==> config.mk <==
export PLATFORM = sky130hd
export DESIGN_NAME = ula_video_timing
export DESIGN_NICKNAME = d
export VERILOG_FILES = /design/src/rtl/ula_video_timing.sv
export SDC_FILE = /design/constraint.sdc
export NUM_CORES = 1
export LEC_CHECK = 0
export CAP_MARGIN = 10
export CORE_ASPECT_RATIO = 0.75
export CORE_UTILIZATION = 45
export CTS_BUF_LIST = sky130_fd_sc_hd__clkbuf_2 sky130_fd_sc_hd__clkbuf_4 sky130_fd_sc_hd__clkbuf_8
export CTS_CLUSTER_SIZE = 12
export DETAILED_ROUTE_END_ITERATION = 8
export PLACE_DENSITY = 0.72
export SLEW_MARGIN = 20
export SYNTH_ARGS = -nofsm -noshare
export SYNTH_HDL_FRONTEND = slang
export SYNTH_SLANG_ARGS = --single-unit
export TNS_END_PERCENT = 50
==> constraint.sdc <==
create_clock -name clock -period 2 [get_ports clock]
set_input_delay 0.2 -clock clock [delete_from_list [all_inputs] [get_ports clock]]
set_output_delay 0.2 -clock clock [all_outputs]
set_load 0.1 [all_outputs]
==> src/rtl/ula_video_timing.sv <==
// Spectrum ULA raster timing: pixel/line counters plus registered sync, blank, display,
// irq, flash and frame decodes; 48K/128K geometry is latched only at the frame wrap.
module ula_video_timing #(
  parameter int HBLANK_START = 320,
  parameter int HSYNC_START  = 344,
  parameter int HSYNC_END    = 376,
  parameter int HBLANK_END   = 416,
  parameter int VBLANK_START = 248,
  parameter int VSYNC_START  = 248,
  parameter int VSYNC_END    = 252,
  parameter int VBLANK_END   = 256,
  parameter int LINE_48      = 448,
  parameter int LINES_48     = 312,
  parameter int LINE_128     = 456,
  parameter int LINES_128    = 311,
  parameter int IRQ_LEN_48   = 64,
  parameter int IRQ_LEN_128  = 72,
  parameter int DISPLAY_W    = 256,
  parameter int DISPLAY_H    = 192
) (
  input  logic       clock,
  input  logic       reset,
  input  logic       pe7M0,
  input  logic       model,
  output logic [8:0] hCount,
  output logic [8:0] vCount,
  output logic       hSync,
  output logic       vSync,
  output logic       blank,
  output logic       display,
  output logic       irq,
  output logic       flash,
  output logic       frame
);

  localparam logic [8:0] C_HBS       = 9'(HBLANK_START);
  localparam logic [8:0] C_HSS       = 9'(HSYNC_START);
  localparam logic [8:0] C_HSE       = 9'(HSYNC_END);
  localparam logic [8:0] C_HBE       = 9'(HBLANK_END);
  localparam logic [8:0] C_VBS       = 9'(VBLANK_START);
  localparam logic [8:0] C_VSS       = 9'(VSYNC_START);
  localparam logic [8:0] C_VSE       = 9'(VSYNC_END);
  localparam logic [8:0] C_VBE       = 9'(VBLANK_END);
  localparam logic [8:0] C_HLAST_48  = 9'(LINE_48 - 1);
  localparam logic [8:0] C_VLAST_48  = 9'(LINES_48 - 1);
  localparam logic [8:0] C_HLAST_128 = 9'(LINE_128 - 1);
  localparam logic [8:0] C_VLAST_128 = 9'(LINES_128 - 1);
  localparam logic [8:0] C_IRQ_48    = 9'(IRQ_LEN_48);
  localparam logic [8:0] C_IRQ_128   = 9'(IRQ_LEN_128);
  localparam logic [8:0] C_DW        = 9'(DISPLAY_W);
  localparam logic [8:0] C_DH        = 9'(DISPLAY_H);

  logic [8:0] r_hCount;
  logic [8:0] r_vCount;
  logic       r_hSync;
  logic       r_vSync;
  logic       r_blank;
  logic       r_display;
  logic       r_irq;
  logic       r_frame;
  logic       r_model;
  logic [4:0] r_flashCnt;

  logic [8:0] w_hLast;
  logic [8:0] w_vLast;
  logic [8:0] w_hNext;
  logic [8:0] w_vNext;
  logic [8:0] w_irqLen;
  logic       w_lineWrap;
  logic       w_frameWrap;
  logic       w_modelNext;

  assign w_hLast     = r_model ? C_HLAST_128 : C_HLAST_48;
  assign w_vLast     = r_model ? C_VLAST_128 : C_VLAST_48;
  assign w_lineWrap  = pe7M0 && (r_hCount == w_hLast);
  assign w_frameWrap = w_lineWrap && (r_vCount == w_vLast);
  assign w_hNext     = !pe7M0 ? r_hCount : (w_lineWrap ? 9'd0 : r_hCount + 9'd1);
  assign w_vNext     = !w_lineWrap ? r_vCount : (w_frameWrap ? 9'd0 : r_vCount + 9'd1);
  assign w_modelNext = w_frameWrap ? model : r_model;
  assign w_irqLen    = w_modelNext ? C_IRQ_128 : C_IRQ_48;

  // Decodes use next-state counters so they line up with the counters they accompany.
  always_ff @(posedge clock or negedge reset) begin
    if (!reset) begin
      r_hCount   <= 9'd0;
      r_vCount   <= 9'd0;
      r_hSync    <= 1'b0;
      r_vSync    <= 1'b0;
      r_blank    <= 1'b0;
      r_display  <= 1'b1;
      r_irq      <= 1'b1;
      r_frame    <= 1'b0;
      r_model    <= 1'b0;
      r_flashCnt <= 5'd0;
    end else begin
      r_hCount  <= w_hNext;
      r_vCount  <= w_vNext;
      r_model   <= w_modelNext;
      r_frame   <= w_frameWrap;
      if (w_frameWrap) begin
        r_flashCnt <= r_flashCnt + 5'd1;
      end
      r_hSync   <= (w_hNext >= C_HSS) && (w_hNext < C_HSE);
      r_vSync   <= (w_vNext >= C_VSS) && (w_vNext < C_VSE);
      r_blank   <= ((w_hNext >= C_HBS) && (w_hNext < C_HBE)) ||
                   ((w_vNext >= C_VBS) && (w_vNext < C_VBE));
      r_display <= (w_hNext < C_DW) && (w_vNext < C_DH);
      r_irq     <= !((w_vNext == C_VBS) && (w_hNext < w_irqLen));
    end
  end

  assign hCount  = r_hCount;
  assign vCount  = r_vCount;
  assign hSync   = r_hSync;
  assign vSync   = r_vSync;
  assign blank   = r_blank;
  assign display = r_display;
  assign irq     = r_irq;
  assign flash   = r_flashCnt[4];
  assign frame   = r_frame;

endmodule
# == After elaboration in Yosys (flattened, before gate mapping) ==
# Index checks and enable logic that the tools add are counted.
# op_classes
addsub,3
n_lt_le_gt_ge,10
eq_ne,3
muxes,8
n_reduce_logical,10
# op_table
operator,count
less-than comparator 9 bit (second input constant),4
two-way mux 9 bit,4
adder 9 x 1 -> 9 bit (second input constant),2
equality test 9 bit,2
greater-or-equal comparator 9 bit (second input constant),2
less-than comparator 9 x 8 -> 1 bit (second input constant),2
equality test 9 x 8 -> 1 bit (second input constant),1
greater-or-equal comparator 9 x 8 -> 1 bit (second input constant),1
less-than comparator 9 x 7 -> 1 bit,1
logical AND 1 bit,8
two-way mux 7 bit,1
adder 5 x 1 -> 5 bit (second input constant),1
two-way mux 4 bit,1
two-way mux 1 bit,2
zero test 1 bit,1
logical OR 1 bit,1
# totals
register_bits,30
in_bits,4
output_inout_bits,25
word_cells,44

# == Longest topological paths before layout ==
# Gate-level depths: netlist of the first run.
# depth
ltp_word,9
mapped_depth,8
depth_no_buf,7

# == Least setup slack after synthesis of the first run ==
# Ideal clock, no wire load.
# synth_timing
path_kind,register to register
start,register r_vCount[0] (netlist: vCount[0])
end,register r_irq (netlist: irq)
setup_ps,94
arrival_ps,2768
required_time_ps,1906
setup_slack_ps,-863
path_stages_with_launch,8
n_path_buf,0
synth_period_minus_slack_ps,2863
cell_sequence,dfrtp_1 ha_1 nand3_1 or3_1 o22ai_1 a32o_1 o211ai_1 or4b_1
# synth_between
elab_chain_len,7
word_cells_on_any_way,11
cone_classes,add/sub: 1; order compare: 1; eq/ne: 2; mux: 4; reduce/logical: 3
# synth_lines
element,line,source
from (decl),54,logic [8:0] r_vCount;
from (signal assigned),97,r_vCount <= w_vNext;
equality test 9 bit,76,assign w_frameWrap = w_lineWrap && (r_vCount == w_vLast);
logical AND 1 bit,76,
two-way mux 1 bit or two-way mux 9 bit (tied branches),"79, 78",
two-way mux 4 bit or two-way mux 9 bit (tied branches),"80, 78",
less-than comparator 9 x 7 -> 1 bit or equality test 9 x 8 -> 1 bit (tied branches),108,r_irq <= !((w_vNext == C_VBS) && (w_hNext < w_irqLen));
logical AND 1 bit *,108,
zero test 1 bit *,108,
to (signal assigned),108,
to (decl),59,logic r_irq;
# Mark *: on every way between the ends. The rest lies on a longest branch, timed or not.
# A chain may end at the register's enable or synchronous reset.

# == Final worst setup path of the first run ==
# layout_timing
start,register r_hCount[5] (netlist: hCount[5])
end,register r_irq (netlist: irq)
# layout_between
elab_chain_len,8
word_cells_on_any_way,14
cone_classes,add/sub: 1; order compare: 1; eq/ne: 2; mux: 6; reduce/logical: 4
# layout_lines
element,line,source
from (decl),53,logic [8:0] r_hCount;
from (signal assigned),96,r_hCount <= w_hNext;
branches (longest 6 deep; another with adder 9 x 1 -> 9 bit),n/a,
logical AND 1 bit *,108,
zero test 1 bit *,108,
# Every way passes the cells marked *.

==> run summary, run 1 <==
EDFF count, synth = 0
CTS Sinks = 30
Synth unique cells = 57
Top Ports = 29
Startpoint Class = register
CTS clock-pin slew for the worst setup and hold paths = 0.07 ns
ANT cells = 0
TNS Setup = -0.3107 ns
Mean Syn Cell Area = 9.579 um2
Syn Inst Count = 186
Layout cells sized above 1 = 52.24%
Measured slew at the worst slew-check pin = 0.3992 ns
Initial Util = 47.74%
Core Util, Final = 71.51%
Final setup violation count = 4
Synth top area cells = dfrtp_1 39%, nand2_1 4.0%, o21ai_0 3.7%
Leakage power total = 1.198 nW
Chip Width = 74.66 um
Detail Route Antenna Nets = 0
Final hold violation count = 0
Failing checks = setup timing
Synth area leader = dfrtp_1
Clk Latency, worst-skew pair = 0.29 ns
Clk pwr share = 25.5%
Final worst-path cycle share = 109.4%
Via count = 1789
Post-detail-place hpwl = 3665 um
Synthesized flop and latch total = 30
Final Non-Filler Cells = 320
Placed cells = 308
Top-area cell type share of the netlist area = 39.33%
CTS root buffer = clkbuf_8
Status = finished with violations
Ys flop type = dfrtp_1
DIE AREA = 0.004218 mm2
Number of fill cells = 290
Port Buffers = 28
H-Tree Depth = 2
Power per Cell Area = 784.0 mW/mm2
RSZ-0062 raised after global routing = yes
CTS Buf Count = 5
Area growth, synth to finish = 49.79%
Core Box Area = 0.003732 mm2
Leading cell type in the layout, fill and taps excluded = buf_4
WL per Instance = 16.12 um
Slew HR = 73.39%
Switching Fraction = 42.91%
CP Data Required Time = 2.21 ns
Sw power = 0.8977 mW
Yosys warning count = 0
CTS Hold Bufs = 0
CP Class = register to register
CTS tree = yes
# DRC = 0
Syn_nets = 193
Async S/R FF share, synth = 100.0%
Internal Power = 1.195 mW
Sequential power share = 35.8%
Worst-path maximum fanout = 6
Max Cap Violations = 0
CTS max path bufs = 2
Post-Route WL = 5158 um
CP Capture Type = register
Most frequent cells in the layout = 79 x buf_4, 16 x nand2_1, 11 x nor2_1
GR Overflow Total = 0
Gp weighted congestion = 0.8840
Crit path arrival time = 2.40 ns
Hold Crit Class = input pin to asynchronous set/reset pin
FMAX = 0.4572 GHz
Starting DRC count in detailed routing = 119
NumNets Final = 274
Fin crit period = 2.187 ns
Antenna violations before repair = 0
Cell Area, Synth = 0.001782 mm2
Die height = 56.50 um
Row Count = 19
Global Route Usage Sum = 26.14%
Slew Limit Fails = 0
Final setup margin = -0.1874 ns
Worst clock skew = 0.006018 ns
Largest net degree at the start of global routing = 31
Vias in the first global route = 1708
First-pass GRT wire length = 8224 um
Comb pwr share = 38.6%
DR vias/cell = 5.591
Post-synthesis sequential area ratio = 42.28%
Maximum vdd drop = 802.8 uV
TritonRoute pass-1 iters = 4
-- cell families after synthesis --
family,synth area share (%)
AO/OA/AOI/OAI,15.80
XOR/XNOR,5.407
adder cells (fa/ha/maj),2.107
buffers and inverters,5.127
flip-flops,42.28
multiplexers,2.317
AND/OR/NAND/NOR,26.97
-- worst max-delay path, stage by stage (launching register included) --
cell and delay, ns:
dfrtp_4 0.50, nor4b_4 0.35, a22oi_2 0.17, buf_4 0.17
nor2_4 0.15, a32o_1 0.16, o211ai_1 0.12, or4b_1 0.48
-- what timing repair did --
| action | CTS | global route |
|---|---|---|
| buffers inserted | 1 | 3 |
| endpoints found under the setup margin | 5 | 11 |
| pin swaps | 5 | 8 |
| resized for setup | 7 | 12 |
| endpoints found under the hold margin | 0 | 0 |
-- registers in the layout, indices dropped and copies added (netlist names) --
name        flops
blank           1
irq             1
display         1
vCount          9
hCount          9
hSync           1
r_flashCnt      5
r_model         1
frame           1
vSync           1
-- synth_stat cells, drive strengths merged, types with 2 or more instances --
master	n
a211oi	2
a21oi	5
a22oi	2
a31oi	2
and2	4
and3	4
and4	3
buf	5
clkbuf	3
dfrtp	28
dfstp	2
ha	3
inv	7
mux2i	3
nand2	19
nand3	11
nand3b	2
nand4	5
nor2	12
nor3	4
nor4	4
nor4b	2
o211ai	3
o21ai	14
o31ai	5
or3	4
xnor2	6
xor2	5
-- final cells by class --
cell class,instances,area (um2),area share (%)
Multi-Input combinational cell,141,1059,39.66
Sequential cell,30,800.8,30.00
Timing Repair Buffer,82,623.1,23.35
Clock buffer,6,82.58,3.094
Tap cell,52,65.06,2.438
Inverter,7,26.28,0.9845
Clock inverter,2,12.51,0.4688
-- power by group through the flow --
stage                     clock, mW  combinational (mW)  sequential (mW)
after floorplan                   0               0.270             1.10
after global placement            0               0.761            0.752
after detailed placement          0               0.777            0.758
after CTS                     0.544               0.780            0.747
after global routing          0.562               0.849            0.758
final                         0.534               0.808            0.750
-- metrics by stage --
step / power [mW] / instance area, um2 / setup slack (ns) / hold slack (ns)
after floorplan: 1.368 / 1871 / -0.3462 / -0.09559
after global placement: 1.513 / 2459 / -0.1665 / 0.4631
after detailed placement: 1.536 / 2459 / -0.2251 / 0.4650
after CTS: 2.072 / 2587 / -0.1558 / 0.3067
after global routing: 2.169 / 2669 / -0.2828 / 0.3355
final: 2.092 / 2669 / -0.1874 / 0.2983
-- layer usage --
layer	wire (um)	GRT usage [%]	up-vias
met3	313	6.284	10
met2	2373	39.00	77
met4	78	8.086	0
met5	0	0	-
met1	2393	37.24	862
li1	-	-	840
-- path summary, 6_finish.rpt --
path | start | to | slack (ns) | depth (start not counted)
worst min register to register | r_flashCnt[4] | r_flashCnt[4] | 0.48 | 1
worst min-delay path | reset | hCount[0] | 0.30 | 2
min in group clock | r_flashCnt[4] | r_flashCnt[4] | 0.48 | 1
worst max-delay path | hCount[5] | irq | -0.19 | 7
max in group asynchronous | reset | display | 1.37 | 2
worst max register to register | hCount[5] | irq | -0.19 | 7
Power figures use the tool's default switching activity.
==> run 2: changes to the inputs <==
GPL_TIMING_DRIVEN = 0   (was not set)
PLACE_DENSITY = 0.69   (was 0.72)
clock period = 2.1 ns   (was 2 ns; I/O delays follow)
==> run summary, run 2 (synthesized netlist as in run 1, its figures left out) <==
Final setup violation count = 8 (was 4)
CTS max path bufs = 2 (unchanged)
DIE AREA = 0.004218 mm2 (unchanged)
Detail Route Antenna Nets = 0 (unchanged)
Final hold slack = 0.2076 ns (was 0.2983 ns)
Via count = 1619 (was 1789)
CP Data Required Time = 2.29 ns (was 2.21 ns)
Core Util, Final = 67.65% (was 71.51%)
Gp weighted congestion = 0.9286 (was 0.8840)
Measured slew at the worst slew-check pin = 0.9792 ns (was 0.3992 ns)
Chip Width = 74.66 um (unchanged)
Status = finished with violations (unchanged)
Final worst-path cycle share = 111.4% (was 109.4%)
Global Route Usage Sum = 22.92% (was 26.14%)
Leakage power total = 1.177 nW (was 1.198 nW)
Area growth, synth to finish = 41.71% (was 49.79%)
Port Buffers = 27 (was 28)
Worst clock skew = 0.004619 ns (was 0.006018 ns)
Core Box Area = 0.003732 mm2 (unchanged)
CTS root buffer = clkbuf_8 (unchanged)
TritonRoute pass-1 iters = 4 (unchanged)
CTS Buf Count = 5 (unchanged)
Fin crit period = 2.340 ns (was 2.187 ns)
Power per Cell Area = 830.4 mW/mm2 (was 784.0 mW/mm2)
CTS clock-pin slew for the worst setup and hold paths = 0.06 ns (was 0.07 ns)
Starting DRC count in detailed routing = 95 (was 119)
Largest net degree at the start of global routing = 31 (unchanged)
Post-Route WL = 4486 um (was 5158 um)
Number of fill cells = 297 (was 290)
WL per Instance = 15.63 um (was 16.12 um)
GR Overflow Total = 0 (unchanged)
Row Count = 19 (unchanged)
FMAX = 0.4274 GHz (was 0.4572 GHz)
Slew Limit Fails = 0 (unchanged)
CP Class = register to register (unchanged)
Slew HR = 34.51% (was 73.39%)
Worst-path maximum fanout = 7 (was 6)
Pwr Total = 2.097 mW (was 2.092 mW)
Final setup margin = -0.2396 ns (was -0.1874 ns)
Max Cap Violations = 0 (unchanged)
Layout cells sized above 1 = 34.04% (was 52.24%)
CTS Sinks = 30 (unchanged)
DR vias/cell = 5.641 (was 5.591)
Final hold violation count = 0 (unchanged)
RSZ-0062 raised after global routing = yes (unchanged)
Startpoint Class = register (unchanged)
CTS tree = yes (unchanged)
Vias in the first global route = 1526 (was 1708)
Hold Crit Class = input pin to register (was input pin to asynchronous set/reset pin)
NumNets Final = 241 (was 274)
Failing checks = setup timing (unchanged)
Most frequent cells in the layout = 17 x nand2_1, 14 x clkdlybuf4s50_1, 14 x buf_4 (was 79 x buf_4, 16 x nand2_1, 11 x nor2_1)
CP Capture Type = register (unchanged)
H-Tree Depth = 2 (unchanged)
Crit path arrival time = 2.53 ns (was 2.40 ns)
Leading cell type in the layout, fill and taps excluded = nand2_1 (was buf_4)
First-pass GRT wire length = 7224 um (was 8224 um)
Top Ports = 29 (unchanged)
Pre-CTS setup slack = -0.3037 ns (was -0.2251 ns)
Post-detail-place hpwl = 3108 um (was 3665 um)
Antenna violations before repair = 0 (unchanged)
Initial Util = 47.74% (unchanged)
Maximum vdd drop = 1039 uV (was 802.8 uV)
Clk Latency, worst-skew pair = 0.27 ns (was 0.29 ns)
ANT cells = 0 (unchanged)
Die height = 56.50 um (unchanged)
# DRC = 0 (unchanged)
## run 2: cell types whose count changed in the layout (fill, tap and decap cells not counted), moves of 2 or more
cell / previous run / this run
buf_2: 0 / 4
buf_4: 79 / 14
buf_6: 0 / 2
clkdlybuf4s50_1: 3 / 14
dlygate4sd2_1: 0 / 3
dlymetal6s2s_1: 0 / 9
nand2_2: 3 / 1
nor4_2: 0 / 2
o21ai_0: 10 / 7
o21ai_1: 4 / 6
o31ai_4: 0 / 2
xor2_1: 3 / 5
xor2_2: 2 / 0
## run 2: final timing paths
path | startpoint | to | slack, ns | cells past startpoint
setup / recovery | hCount[4] | irq | -0.24 | 7
hold / removal | pe7M0 | hCount[0] | 0.21 | 2
setup reg to reg | hCount[4] | irq | -0.24 | 7
hold reg to reg | r_flashCnt[4] | r_flashCnt[4] | 0.48 | 1
max in group asynchronous | reset | vCount[8] | 1.12 | 2
min in group asynchronous | reset | hCount[3] | 0.49 | 2
## run 2: area by class of cell
class,count,area [um2],area share (%)
timing repair buffer,42,399.1,15.81
sequential,30,800.8,31.71
inverter,7,26.28,1.041
buffer,7,66.31,2.626
multi-input combinational,141,1047,41.48
clock buffer,7,90.09,3.568
tap,52,65.06,2.577
clock inverter,1,30.03,1.189
## run 2: critical path, stage by stage, from the launching register on
cell and delay, ns:
dfrtp_4 0.48, buf_8 0.13, nor4b_4 0.39, a22oi_2 0.24
nor2_4 0.21, o2bb2ai_1 0.15, o211ai_1 0.15, or4b_1 0.49
## run 2: metrics by stage
step           setup TNS (ns)  area [um2]  instances
2_1_floorplan         -0.5854        1864        186
3_3_place_gp          -0.5858        2200        265
3_5_place_dp          -0.8932        2195        265
4_1_cts               -0.2653        2421        284
5_1_grt                -1.283        2525        287
6_report              -0.6551        2525        287
## run 2: power breakdown
group	leakage, nW	switching [mW]	internal, mW
clock network	0.0619	0.203	0.399
registers	0.369	0.0503	0.649
logic	0.746	0.556	0.240
## run 2: what timing repair did
item,in CTS,in global routing
endpoints found under the hold margin,28,0
buffers inserted,11,3
resized for setup,11,24
pin swaps,8,4
setup endpoints to repair,14,23
hold buffers,1,0
## run 2: metal layers
layer	global-route usage, %	up-vias	routed length, um
met3	5.566	6	235
met2	32.95	54	1967
li1	-	778	-
met4	7.817	0	51
met5	0	-	0
met1	33.41	781	2231
==> run 3: changes to the inputs <==
CELL_PAD_IN_SITES_DETAIL_PLACEMENT = 0   (was not set)
CELL_PAD_IN_SITES_GLOBAL_PLACEMENT = 1   (was not set)
CORE_UTILIZATION = 42   (was 45)
PLACE_DENSITY = not set   (was 0.69)
PLACE_DENSITY_LB_ADDON = 0.1   (was not set)
TNS_END_PERCENT = not set   (was 50)
clock period = 2.3 ns   (was 2.1 ns; I/O delays follow)
==> run summary, run 3 (synthesized netlist as in run 1, its figures left out) <==
NumNets Final = 234 (was 241)
CTS root buffer = clkbuf_8 (unchanged)
Post-route cell area = 0.002399 mm2 (was 0.002525 mm2)
Power per Cell Area = 820.6 mW/mm2 (was 830.4 mW/mm2)
Sequential power share = 35.0% (was 33.4%)
CTS Hold Bufs = 0 (was 1)
Core Box Area = 0.004054 mm2 (was 0.003732 mm2)
Most frequent cells in the layout = 26 x clkdlybuf4s50_1, 18 x nand2_1, 11 x o21ai_0, 11 x buf_4 (was 17 x nand2_1, 14 x clkdlybuf4s50_1, 14 x buf_4)
CP Class = register to register (unchanged)
FMAX = 0.4449 GHz (was 0.4274 GHz)
CTS Sinks = 30 (unchanged)
TritonRoute pass-1 iters = 4 (unchanged)
CP Data Required Time = 2.49 ns (was 2.29 ns)
Startpoint Class = register (unchanged)
Post-Route WL = 4138 um (was 4486 um)
DIE AREA = 0.004509 mm2 (was 0.004218 mm2)
Max incr delay on CP = 0.53 ns (was 0.49 ns)
Row Count = 20 (was 19)
Fin crit period = 2.248 ns (was 2.340 ns)
Final setup violation count = 0 (was 8)
DR vias/cell = 5.410 (was 5.641)
Status = finished with violations (unchanged)
First-pass GRT wire length = 6596 um (was 7224 um)
CP Capture Type = register (unchanged)
Antenna violations before repair = 0 (unchanged)
Die height = 58.41 um (was 56.50 um)
# DRC = 0 (unchanged)
Final hold slack = -0.01359 ns (was 0.2076 ns)
Hold Crit Class = input pin to asynchronous set/reset pin (was input pin to register)
Max Cap Violations = 0 (unchanged)
Measured slew at the worst slew-check pin = 0.9748 ns (was 0.9792 ns)
Worst clock skew = 0.007707 ns (was 0.004619 ns)
CP top delay family = compound AO/OA/AOI/OAI gates (was simple AND/OR/NAND/NOR gates)
CTS max path bufs = 2 (unchanged)
Top Ports = 29 (unchanged)
Switching Fraction = 37.23% (was 38.57%)
GR Overflow Total = 0 (unchanged)
Global Route Usage Sum = 19.37% (was 22.92%)
CTS clock-pin slew for the worst setup and hold paths = 0.07 ns (was 0.06 ns)
Bufs and invs on worst path = 0 (was 1)
Sw power = 0.7329 mW (was 0.8086 mW)
Worst r2r src = hCount[5] (was hCount[4])
Reg-to-reg setup timing slack = 0.05 ns (was -0.24 ns)
Final hold violation count = 28 (was 0)
Starting DRC count in detailed routing = 94 (was 95)
Vias in the first global route = 1311 (was 1526)
CTS tree = yes (unchanged)
Chip Width = 77.21 um (was 74.66 um)
Clk Latency, worst-skew pair = 0.28 ns (was 0.27 ns)
Layout cells sized above 1 = 28.95% (was 34.04%)
Detail Route Antenna Nets = 0 (unchanged)
Slew HR = 34.81% (was 34.51%)
Crit path arrival time = 2.44 ns (was 2.53 ns)
Port Buffers = 27 (unchanged)
CTS Buf Count = 5 (unchanged)
Internal Power = 1.235 mW (was 1.288 mW)
Leading cell type in the layout, fill and taps excluded = clkdlybuf4s50_1 (was nand2_1)
Crit path cell chain = and3_2 -> a22oi_2 -> a211o_2 -> a32o_1 -> o211ai_1 -> or4b_1 (was buf_8 -> nor4b_4 -> a22oi_2 -> nor2_4 -> o2bb2ai_1 -> o211ai_1 -> or4b_1)
Final worst-path cycle share = 97.73% (was 111.4%)
WL per Instance = 14.62 um (was 15.63 um)
Maximum vdd drop = 649.0 uV (was 1039 uV)
Clk pwr share = 33.6% (was 28.7%)
Via count = 1531 (was 1619)
Leakage power total = 0.9630 nW (was 1.177 nW)
Gp weighted congestion = 0.8358 (was 0.9286)
Area growth, synth to finish = 34.62% (was 41.71%)
Post-detail-place hpwl = 3027 um (was 3108 um)
RSZ-0062 raised after global routing = yes (unchanged)
ANT cells = 0 (unchanged)
Comb pwr share = 31.4% (was 37.9%)
Area after DPL = 0.002198 mm2 (was 0.002195 mm2)
Slew Limit Fails = 0 (unchanged)
H-Tree Depth = 2 (unchanged)
Critical R2R Capture = irq (unchanged)
Initial Util = 43.95% (was 47.74%)
Worst-path maximum fanout = 9 (was 7)
CP max stage cell = dfrtp_4 (was or4b_1)
R2R cell count = 6 (was 7)
Largest net degree at the start of global routing = 31 (unchanged)
Failing checks = hold timing (was setup timing)
==> run 3: worst reg2reg max path: stages (launching register included) <==
cell	delay, ns
dfrtp_4	0.53
and3_2	0.27
a22oi_2	0.37
a211o_2	0.18
a32o_1	0.17
o211ai_1	0.12
or4b_1	0.52
==> run 3: layer usage <==
metal	track usage, %	wire length, um	up-vias
li1	-	-	770
met1	29.29	2165	720
met2	27.05	1738	39
met3	4.186	212	2
met4	7.008	21	0
met5	0	0	-
==> run 3: timing repair <==
item / CTS / global route
pin swaps: 3 / 7
resized for setup: 3 / 3
setup buffers: 5 / 6
endpoints found under the hold margin: 0 / 0
endpoints found under the setup margin: 1 / 3
==> run 3: through the flow <==
stage / setup WS, ns / setup TNS [ns] / util, % / power (mW) / instances
after floorplan: -0.04622 / -0.04622 / - / 1.190 / 186
after global placement: -0.08151 / -0.08151 / 54.35 / 1.325 / 268
after detailed placement: -0.1189 / -0.1189 / 54.23 / 1.336 / 268
after CTS: 0.01837 / 0 / 58.77 / 2.000 / 280
after global routing: -0.08887 / -0.1090 / 59.17 / 2.055 / 283
final: 0.05215 / 0 / 59.17 / 1.968 / 283
==> run 3: final cells by class <==
class,instances,area (um2)
well taps,55,68.82
flip-flops and latches,30,800.8
repair buffers,38,347.8
inverters,7,26.28
plain buffers,4,27.53
clock inverters,2,60.06
fillers,361,1655
multi-input cells,141,984.7
clock buffers,6,82.58
==> run 3: how the worst max path moves through the flow <==
| stage | startpoint | endpoint | slack, ns | depth (start not counted) |
|---|---|---|---|---|
| global placement | hCount[5] | irq | -0.08 | 7 |
| detailed placement | hCount[5] | irq | -0.12 | 7 |
| global route | hCount[3] | irq | -0.09 | 6 |
| finish | hCount[5] | irq | 0.05 | 6 |
| floorplan | hCount[5] | irq | -0.05 | 7 |
| CTS | hCount[5] | irq | 0.02 | 7 |
==> run 3: power by group through the flow <==
stage | sequential (mW) | clock [mW] | combinational, mW
floorplan | 0.955 | 0 | 0.235
global placement | 0.643 | 0 | 0.682
detailed placement | 0.647 | 0 | 0.689
CTS | 0.637 | 0.674 | 0.690
global route | 0.708 | 0.701 | 0.647
finish | 0.689 | 0.661 | 0.618
